<file path="src/rtl/reg_file_sb.sv">
// Register file with two combinational read ports, one write port, optional
// write-to-read forwarding and a per-register pending scoreboard for RAW stalls.

module reg_file_sb_entry #(
  parameter int                DATA_W  = 16,
  parameter logic [DATA_W-1:0] RST_VAL = '0
) (
  input  logic              clk,
  input  logic              rst,
  input  logic              wr,
  input  logic [DATA_W-1:0] wdata,
  input  logic              set,
  input  logic              clr,
  input  logic              flush,
  output logic [DATA_W-1:0] q,
  output logic              pend,
  output logic              pend_d
);

  // A fresh issue outranks a retiring writer to the same register.
  always_comb begin
    pend_d = pend;
    if (flush)    pend_d = 1'b0;
    else if (set) pend_d = 1'b1;
    else if (clr) pend_d = 1'b0;
  end

  always_ff @(posedge clk or posedge rst) begin
    if (rst) begin
      q    <= RST_VAL;
      pend <= 1'b0;
    end else begin
      if (wr) q <= wdata;
      pend <= pend_d;
    end
  end

endmodule

module reg_file_sb #(
  parameter int DATA_W     = 16,
  parameter int ADDR_W     = 3,
  parameter int BYPASS     = 1,
  parameter int RESET_BASE = 1
) (
  input  logic              clk,
  input  logic              rst,
  input  logic [ADDR_W-1:0] sr1,
  input  logic [ADDR_W-1:0] sr2,
  output logic [DATA_W-1:0] sr1_out,
  output logic [DATA_W-1:0] sr2_out,
  output logic              sr1_busy,
  output logic              sr2_busy,
  input  logic              we,
  input  logic [ADDR_W-1:0] dr,
  input  logic [DATA_W-1:0] data_in,
  input  logic              issue_en,
  input  logic [ADDR_W-1:0] issue_dr,
  input  logic              flush,
  output logic [ADDR_W:0]   busy_count
);

  localparam int DEPTH = 1 << ADDR_W;
  localparam bit BYP   = (BYPASS != 0);

  logic [DEPTH-1:0][DATA_W-1:0] rf_q;
  logic [DEPTH-1:0]             pend_q;
  logic [DEPTH-1:0]             pend_d;
  logic [ADDR_W:0]              cnt_d;
  logic                         hit1, hit2;

  for (genvar g = 0; g < DEPTH; g++) begin : g_reg
    localparam logic [DATA_W-1:0] RV = DATA_W'(RESET_BASE + g);

    reg_file_sb_entry #(
      .DATA_W  (DATA_W),
      .RST_VAL (RV)
    ) u_ent (
      .clk    (clk),
      .rst    (rst),
      .wr     (we && (dr == ADDR_W'(g))),
      .wdata  (data_in),
      .set    (issue_en && (issue_dr == ADDR_W'(g))),
      .clr    (we && (dr == ADDR_W'(g))),
      .flush  (flush),
      .q      (rf_q[g]),
      .pend   (pend_q[g]),
      .pend_d (pend_d[g])
    );
  end

  // Forwarding is suppressed while reset is held: that write will never land.
  assign hit1 = BYP && !rst && we && (dr == sr1);
  assign hit2 = BYP && !rst && we && (dr == sr2);

  assign sr1_out  = hit1 ? data_in : rf_q[sr1];
  assign sr2_out  = hit2 ? data_in : rf_q[sr2];
  assign sr1_busy = pend_q[sr1] && !hit1;
  assign sr2_busy = pend_q[sr2] && !hit2;

  // Count is taken from next-state pending so it tracks the bits edge for edge.
  always_comb begin
    cnt_d = '0;
    for (int i = 0; i < DEPTH; i++)
      cnt_d = cnt_d + {{ADDR_W{1'b0}}, pend_d[i]};
  end

  always_ff @(posedge clk or posedge rst) begin
    if (rst) busy_count <= '0;
    else     busy_count <= cnt_d;
  end

endmodule
</file>
<file path="config.mk">
export PLATFORM = sky130hd
export DESIGN_NAME = reg_file_sb
export DESIGN_NICKNAME = d
export VERILOG_FILES = /design/src/rtl/reg_file_sb.sv
export SDC_FILE = /design/constraint.sdc
export NUM_CORES = 1
export LEC_CHECK = 0
export ABC_AREA = 1
export CAP_MARGIN = 20
export CORE_UTILIZATION = 54
export DETAILED_ROUTE_END_ITERATION = 6
export GPL_ROUTABILITY_DRIVEN = 0
export PLACE_DENSITY = 0.77
export SYNTH_ARGS = -nofsm -noshare
export SYNTH_HDL_FRONTEND = slang
export SYNTH_HIERARCHICAL = 1
export SYNTH_SLANG_ARGS = --single-unit
</file>
<file path="constraint.sdc">
create_clock -name clk -period 2.95 [get_ports clk]
set_input_delay 0.295 -clock clk [delete_from_list [all_inputs] [get_ports clk]]
set_output_delay 0.295 -clock clk [all_outputs]
set_load 0.005 [all_outputs]
</file>
==> run_results.csv, run 1 <==
group,metric,value,unit
setup_path,end_kind,"register",
synth,mappedNetlistArea,0.00942,mm2
placed_design,place.port_buffers,70,
setup_path,cp.required,3.29,ns
synth,synthXorXnorAreaFrac,0.000930,
sta,finalHoldViolations,0,
job,timing.max_cap.violations,0,
setup_path,startpoint_type,"register",
grt,overflow,0,
outcome,violations,"negative setup slack",
die,core,0.0168,mm2
drt,drtAntennaViolNets,0,
sta,fmax,332,MHz
synth,synth-seq-cells,140,
synth,synth-simple-area-share,0.337,
pwr,power,6.38,mW
final_layout,layout.nets,1560,
sta,worst_clock_skew,0.000568,ns
die,initial_core_util,0.560,
setup_path,cp_slowest_stage_delay,0.54,ns
synth,synth_compound_area_frac,0.0898,
grt,grt_pass1_wl,47900,um
die,die_y,134,um
synth,synth_top_family_by_area,"simple AND/OR/NAND/NOR gates",
clock_tree,cts.clk_slew.worst_paths,0.06,ns
die,fp.dieW,134,um
drt,vias_per_cell,5.50,
die,rows,47,
grt,gr-usage-all-layers,0.353,
final_layout,utilization,0.655,
sta,setup_viol,1,
pwr,powerDensity,579,mW/mm2
sta,rsz0062_at_grt,"true",
synth,synth_edf_count,0,
outcome,status,"complete, but fails checks",
synth,synth_cell_types,27,
drt,drc,0,
setup_path,cp_max_fo,2,
drt,num_vias,9645,
setup_path,critPathTopFamily,"adder cells",
drt,drt-total-wl,30300,um
synth,yosysSeqAreaShare,0.374,
setup_path,critPathBufInv,4,
placed_design,hpwl,19100,um
synth,synth.area.mux_share,0,
synth,yosys_warnings,6,
sta,whs,0.286,ns
sta,worst_slew_pin_slew,1.05,ns
clock_tree,root_buffer,"clkbuf_16",
setup_path,crit_arrival,3.35,ns
synth,syn_area_per_cell,6.55,um2
setup_path,slowest_stage,"fa_2",
sta,fin_tns_setup,-0.0653,ns
clock_tree,htreeDepth,4,
clock_tree,cts_made_buffers,17,
final_layout,stdcell_area,0.0110,mm2
sta,fin_ws,-0.0653,ns
clock_tree,clock-sinks,140,
setup_path,cp_cell_sequence,"nand2_1, a21oi_2, fa_1, inv_1, fa_1, fa_1, inv_2, ha_4, inv_2, fa_2, inv_1",
sta,finalCritPeriodShare,1.02,
final_layout,area_growth,17.0,%
sta,finalMaxSlewViolations,0,
final_layout,layout_commonest_cell,"nand2_1",
sta,fin_crit,3.02,ns
synth,synthFlopType,"dfrtp_1",
clock_tree,cts_tree,"yes",
sta,slew_headroom,0.299,
clock_tree,clock_latency,0.44,ns
synth,synthesis.instances,1438,
setup_path,cp.depth,11,
drt,drt_iter0_drc,1287,
clock_tree,cts.path.max_buffers,2,
min_path,hold_class,"primary input to async pin",
synth,synthArstFlopShare,1.00,
die,ios,71,
synth,yosys.area_share.adder,0.0125,
grt,grt_pass1_vias,9269,
pwr,peakVddDrop,0.387,mV
setup_path,cpMostUsedCell,"fa_1",
setup_path,r2r_cells,11,
setup_path,crit_type,"register to register",
clock_tree,cts_hold_buf,0,
setup_path,reg2reg_slack,-0.07,ns
grt,antenna_found_initial,1,
final_layout,drive_above_1_share,0.125,
final_layout,final_cell_mix,"491 x nand2_1, 293 x inv_1, 227 x nand3_1",
drt,drt_pre_antenna_iters,6,
pwr,p_leak,5.76,nW
drt,wl_per_cell,17.3,um
die,dieArea,0.0180,mm2
placed_design,placed_cell_area,0.0104,mm2
grt,grt_max_degree,70,
synth,synthesis.nets,1478,
metal layers:
metal  track usage  routed length, um
met1         0.460              12100
met2         0.552              13700
met3        0.0748               3050
met4         0.184               1430
met5             0                  0
kinds of logic (layout without fill, tap and decap cells):
kind of cell               after synthesis  count (layout)
xor gates and xnor gates                 1               1
and+or+nand+nor                        760             760
other                                    0               1
AOI/OAI and AO/OA                      144             144
adders and majority gates                7               7
buffers and inverters                  386             480
DFF                                    140             140
cell usage after synthesis (3+ instances only):
| master | number | share of area |
|---|---|---|
| a21oi_1 | 8 | 0.0042 |
| buf_2 | 15 | 0.0080 |
| buf_4 | 14 | 0.011 |
| buf_6 | 26 | 0.031 |
| clkbuf_1 | 19 | 0.0076 |
| dfrtp_1 | 127 | 0.34 |
| dfstp_2 | 13 | 0.036 |
| fa_1 | 4 | 0.0085 |
| ha_1 | 3 | 0.0040 |
| inv_1 | 298 | 0.12 |
| inv_2 | 5 | 0.0020 |
| nand2_1 | 496 | 0.20 |
| nand3_1 | 227 | 0.12 |
| nor2_1 | 29 | 0.012 |
| o21ai_0 | 102 | 0.054 |
| o21ai_2 | 32 | 0.030 |
power by group:
| part | total [mW] | switching [mW] | leakage [nW] | internal, mW |
|---|---|---|---|---|
| Clock | 2.12 | 0.836 | 0.283 | 1.28 |
| Sequential | 2.53 | 0.208 | 1.70 | 2.32 |
| Combinational | 1.73 | 1.06 | 3.77 | 0.671 |
| Total | 6.38 | 2.10 | 5.76 | 4.28 |
final timing paths:
kind,endpoint,from
setup / recovery,busy_count[1]$_DFF_PP0_,g_reg[1].u_ent/pend$_DFF_PP0_
hold / removal,busy_count[2]$_DFF_PP0_,rst
setup reg to reg,busy_count[1]$_DFF_PP0_,g_reg[1].u_ent/pend$_DFF_PP0_
hold reg to reg,g_reg[6].u_ent/q[0]$_DFFE_PP1P_,g_reg[6].u_ent/q[0]$_DFFE_PP1P_
max in group asynchronous,g_reg[7].u_ent/q[4]$_DFFE_PP0P_,rst
min in group clk,g_reg[0].u_ent/pend$_DFF_PP0_,flush
state kept, by name, summed over array words and instances (netlist names):
register      cells
g.u_ent/pend      8
g.u_ent/q       128
busy_count        4
final cells by class:
type | count | area, um2
fill | 1493 | 5800
multi-input combinational | 912 | 4240
sequential | 140 | 3520
timing repair buffer | 141 | 1220
inverter | 308 | 1190
clock buffer | 21 | 460
tap | 220 | 275
clock inverter | 10 | 118
antenna | 1 | 2.50
timing repair:
item,4_1_cts,5_1_grt
setup endpoints to repair,2,2
hold endpoints to repair,0,0
pin swaps,12,4
setup buffers,6,4
resized for setup,21,7
worst register-to-register path: cells and delay by family (launching register included):
kind,cells,cell delay [ns]
buffers and inverters,4,0.23
AND/OR/NAND/NOR,1,0.11
adder cells (fa/ha/maj),5,2.00
flip-flops,1,0.39
AO/OA/AOI/OAI,1,0.18
per-stage QoR:
stage	setup WS [ns]	std cells
after detailed placement	-0.873	1711
after global routing	-0.114	1752
after global placement	-0.808	1711
after floorplan	-0.204	1438
final	-0.0653	1753
after CTS	-0.0566	1748
Power figures use the tool's default switching activity.
==> run 2, diff against run 1 <==
ABC_CLOCK_PERIOD_IN_PS = 2950   (was default)
==> results of run 2 <==
Final layout, timing and power as in run 1 (identical DEF).
==> run 3, diff against run 2 <==
ABC_CLOCK_PERIOD_IN_PS = 3100   (was 2950)
CORE_UTILIZATION = 55   (was 54)
HOLD_SLACK_MARGIN = 0.12   (was default)
PLACE_DENSITY = 0.76   (was 0.77)
clock period = 3.1 ns   (was 2.95 ns; I/O delays follow)
==> run 3 against run 2 <==
Largest power group unchanged. The run now ends clean. Global-route usage down 0.63 points. Sequential share of layout area increased by 0.41 points. Flip-flop and latch count did not move. Clock-buffer cell count down 3. Critical path type unchanged.
==> run_results.csv, run 3 (same netlist as run 1, synthesis figures left out) <==
group,metric,value,unit
drt,highest_layer,"met4",
placed_design,hpwl,18300,um
die,rows,47,
setup_path,critPathBufInv,4,
final_layout,layout.nets,1545,
drt,wl_per_cell,16.9,um
grt,grt_pass1_wl,46600,um
clock_tree,htreeDepth,4,
setup_path,cp.required,3.44,ns
drt,drt_pre_antenna_iters,6,
sta,finalHoldViolations,0,
setup_path,cp.depth,11,
die,dieArea,0.0177,mm2
final_layout,stdcell_area,0.0109,mm2
sta,setup_viol,0,
pwr,p_leak,5.67,nW
clock_tree,clock-sinks,140,
outcome,status,"complete, no violations",
die,die_y,133,um
drt,num_vias,9466,
die,fp.dieW,133,um
die,core,0.0166,mm2
setup_path,cp_cell_sequence,"nand2_1, a21oi_2, fa_1, inv_2, fa_1, fa_1, inv_2, ha_4, inv_2, fa_2, inv_1",
drt,drtAntennaViolNets,0,
final_layout,utilization,0.654,
die,initial_core_util,0.566,
drt,met2_length,13200,um
setup_path,cp_max_fo,3,
final_layout,layout_commonest_cell,"nand2_1",
sta,slew_headroom,0.249,
drt,drt_iter0_drc,1232,
job,timing.max_cap.violations,0,
setup_path,cp_slowest_stage_delay,0.58,ns
placed_design,place.port_buffers,70,
final_layout,final_cell_mix,"492 x nand2_1, 294 x inv_1, 227 x nand3_1",
clock_tree,cts.clk_slew.worst_paths,0.06,ns
die,ios,71,
sta,worst_clock_skew,0.00211,ns
sta,rsz0062_at_grt,"true",
clock_tree,cts.path.max_buffers,2,
clock_tree,root_buffer,"clkbuf_16",
drt,met1_length,12100,um
sta,fin_crit,3.10,ns
drt,wl_met3,3110,um
setup_path,crit_type,"register to register",
grt,gr-usage-all-layers,0.347,
sta,whs,0.330,ns
final_layout,top_regs,"g.u_ent/q: 128 flops, g.u_ent/pend: 8 flops, busy_count: 4 flops",
sta,finalMaxSlewViolations,0,
sta,finalCritPeriodShare,0.999,
sta,worst_slew_pin_slew,1.13,ns
drt,drc,0,
pwr,powerDensity,544,mW/mm2
setup_path,crit_arrival,3.43,ns
drt,vias_per_cell,5.45,
final_layout,largest_reg_flops,128,
grt,grt_max_degree,70,
clock_tree,clock_latency,0.44,ns
clock_tree,cts_made_buffers,17,
min_path,hold_class,"primary input to register",
setup_path,end_kind,"register",
final_layout,area_growth,15.5,%
final_layout,top_register,"g.u_ent/q",
setup_path,r2r_cells,11,
grt,overflow,0,
setup_path,startpoint_type,"register",
final_layout,drive_above_1_share,0.116,
final_layout,n_antenna_cell,0,
setup_path,critPathTopFamily,"adder cells",
placed_design,placed_cell_area,0.0103,mm2
sta,fmax,323,MHz
pwr,peakVddDrop,0.433,mV
grt,antenna_found_initial,0,
drt,drt-total-wl,29400,um
clock_tree,cts_tree,"yes",
sta,fin_tns_setup,0,ns
min_path,hold_depth,5,
grt,grt_pass1_vias,8936,
setup_path,slowest_stage,"fa_1",
-- run 3: metal layers --
| layer | global-route usage | vias up |
|---|---|---|
| met3 | 0.0766 | 78 |
| met2 | 0.548 | 594 |
| met5 | 0 | - |
| met4 | 0.154 | 0 |
| met1 | 0.455 | 4308 |
| li1 | - | 4486 |
-- run 3: stage by stage --
stage	std cells	setup WS, ns	total power [mW]
2_1_floorplan	1438	-0.0689	3.44
3_3_place_gp	1701	-0.682	3.96
3_5_place_dp	1701	-0.732	4.02
4_1_cts	1734	0.00149	5.91
5_1_grt	1738	-0.0660	6.27
6_report	1738	0.00411	5.92
-- run 3: tightest hold or removal path, stage by stage --
cell	delay (ns)
dlymetal6s2s_1	0.13
nand2_1	0.11
nor2_1	0.06
inv_1	0.05
a21oi_1	0.07
-- run 3: cell type report --
cell class / instances / area [um2]
timing repair buffer: 126 / 1130
multi-input combinational: 912 / 4230
inverter: 308 / 1190
sequential: 140 / 3520
clock buffer: 18 / 439
clock inverter: 14 / 97.6
tap: 220 / 275
fill: 1494 / 5760
-- run 3: report_power, final --
group | total [mW] | switching (mW) | internal, mW | leakage, nW
combinational | 1.62 | 0.992 | 0.631 | 3.71
clock | 1.89 | 0.848 | 1.04 | 0.254
sequential | 2.41 | 0.201 | 2.21 | 1.70
total | 5.92 | 2.04 | 3.88 | 5.67
-- run 3: what timing repair did --
action                                  in CTS  in global routing
hold buffers                                 0                  0
gates resized for setup                      9                 12
setup buffers                                1                  4
endpoints found under the setup margin       2                  2
pin swaps                                    5                 10
-- run 3: final timing paths --
path / start / endpoint / slack, ns
min: issue_dr[2] / g_reg[5].u_ent/pend$_DFF_PP0_ / 0.33
min in group asynchronous: rst / busy_count[2]$_DFF_PP0_ / 0.36
max reg2reg: g_reg[0].u_ent/pend$_DFF_PP0_ / busy_count[1]$_DFF_PP0_ / 0.004
min reg2reg: g_reg[2].u_ent/q[0]$_DFFE_PP1P_ / g_reg[2].u_ent/q[0]$_DFFE_PP1P_ / 0.47
max in group asynchronous: rst / g_reg[0].u_ent/q[12]$_DFFE_PP0P_ / 1.64
max: g_reg[0].u_ent/pend$_DFF_PP0_ / busy_count[1]$_DFF_PP0_ / 0.004
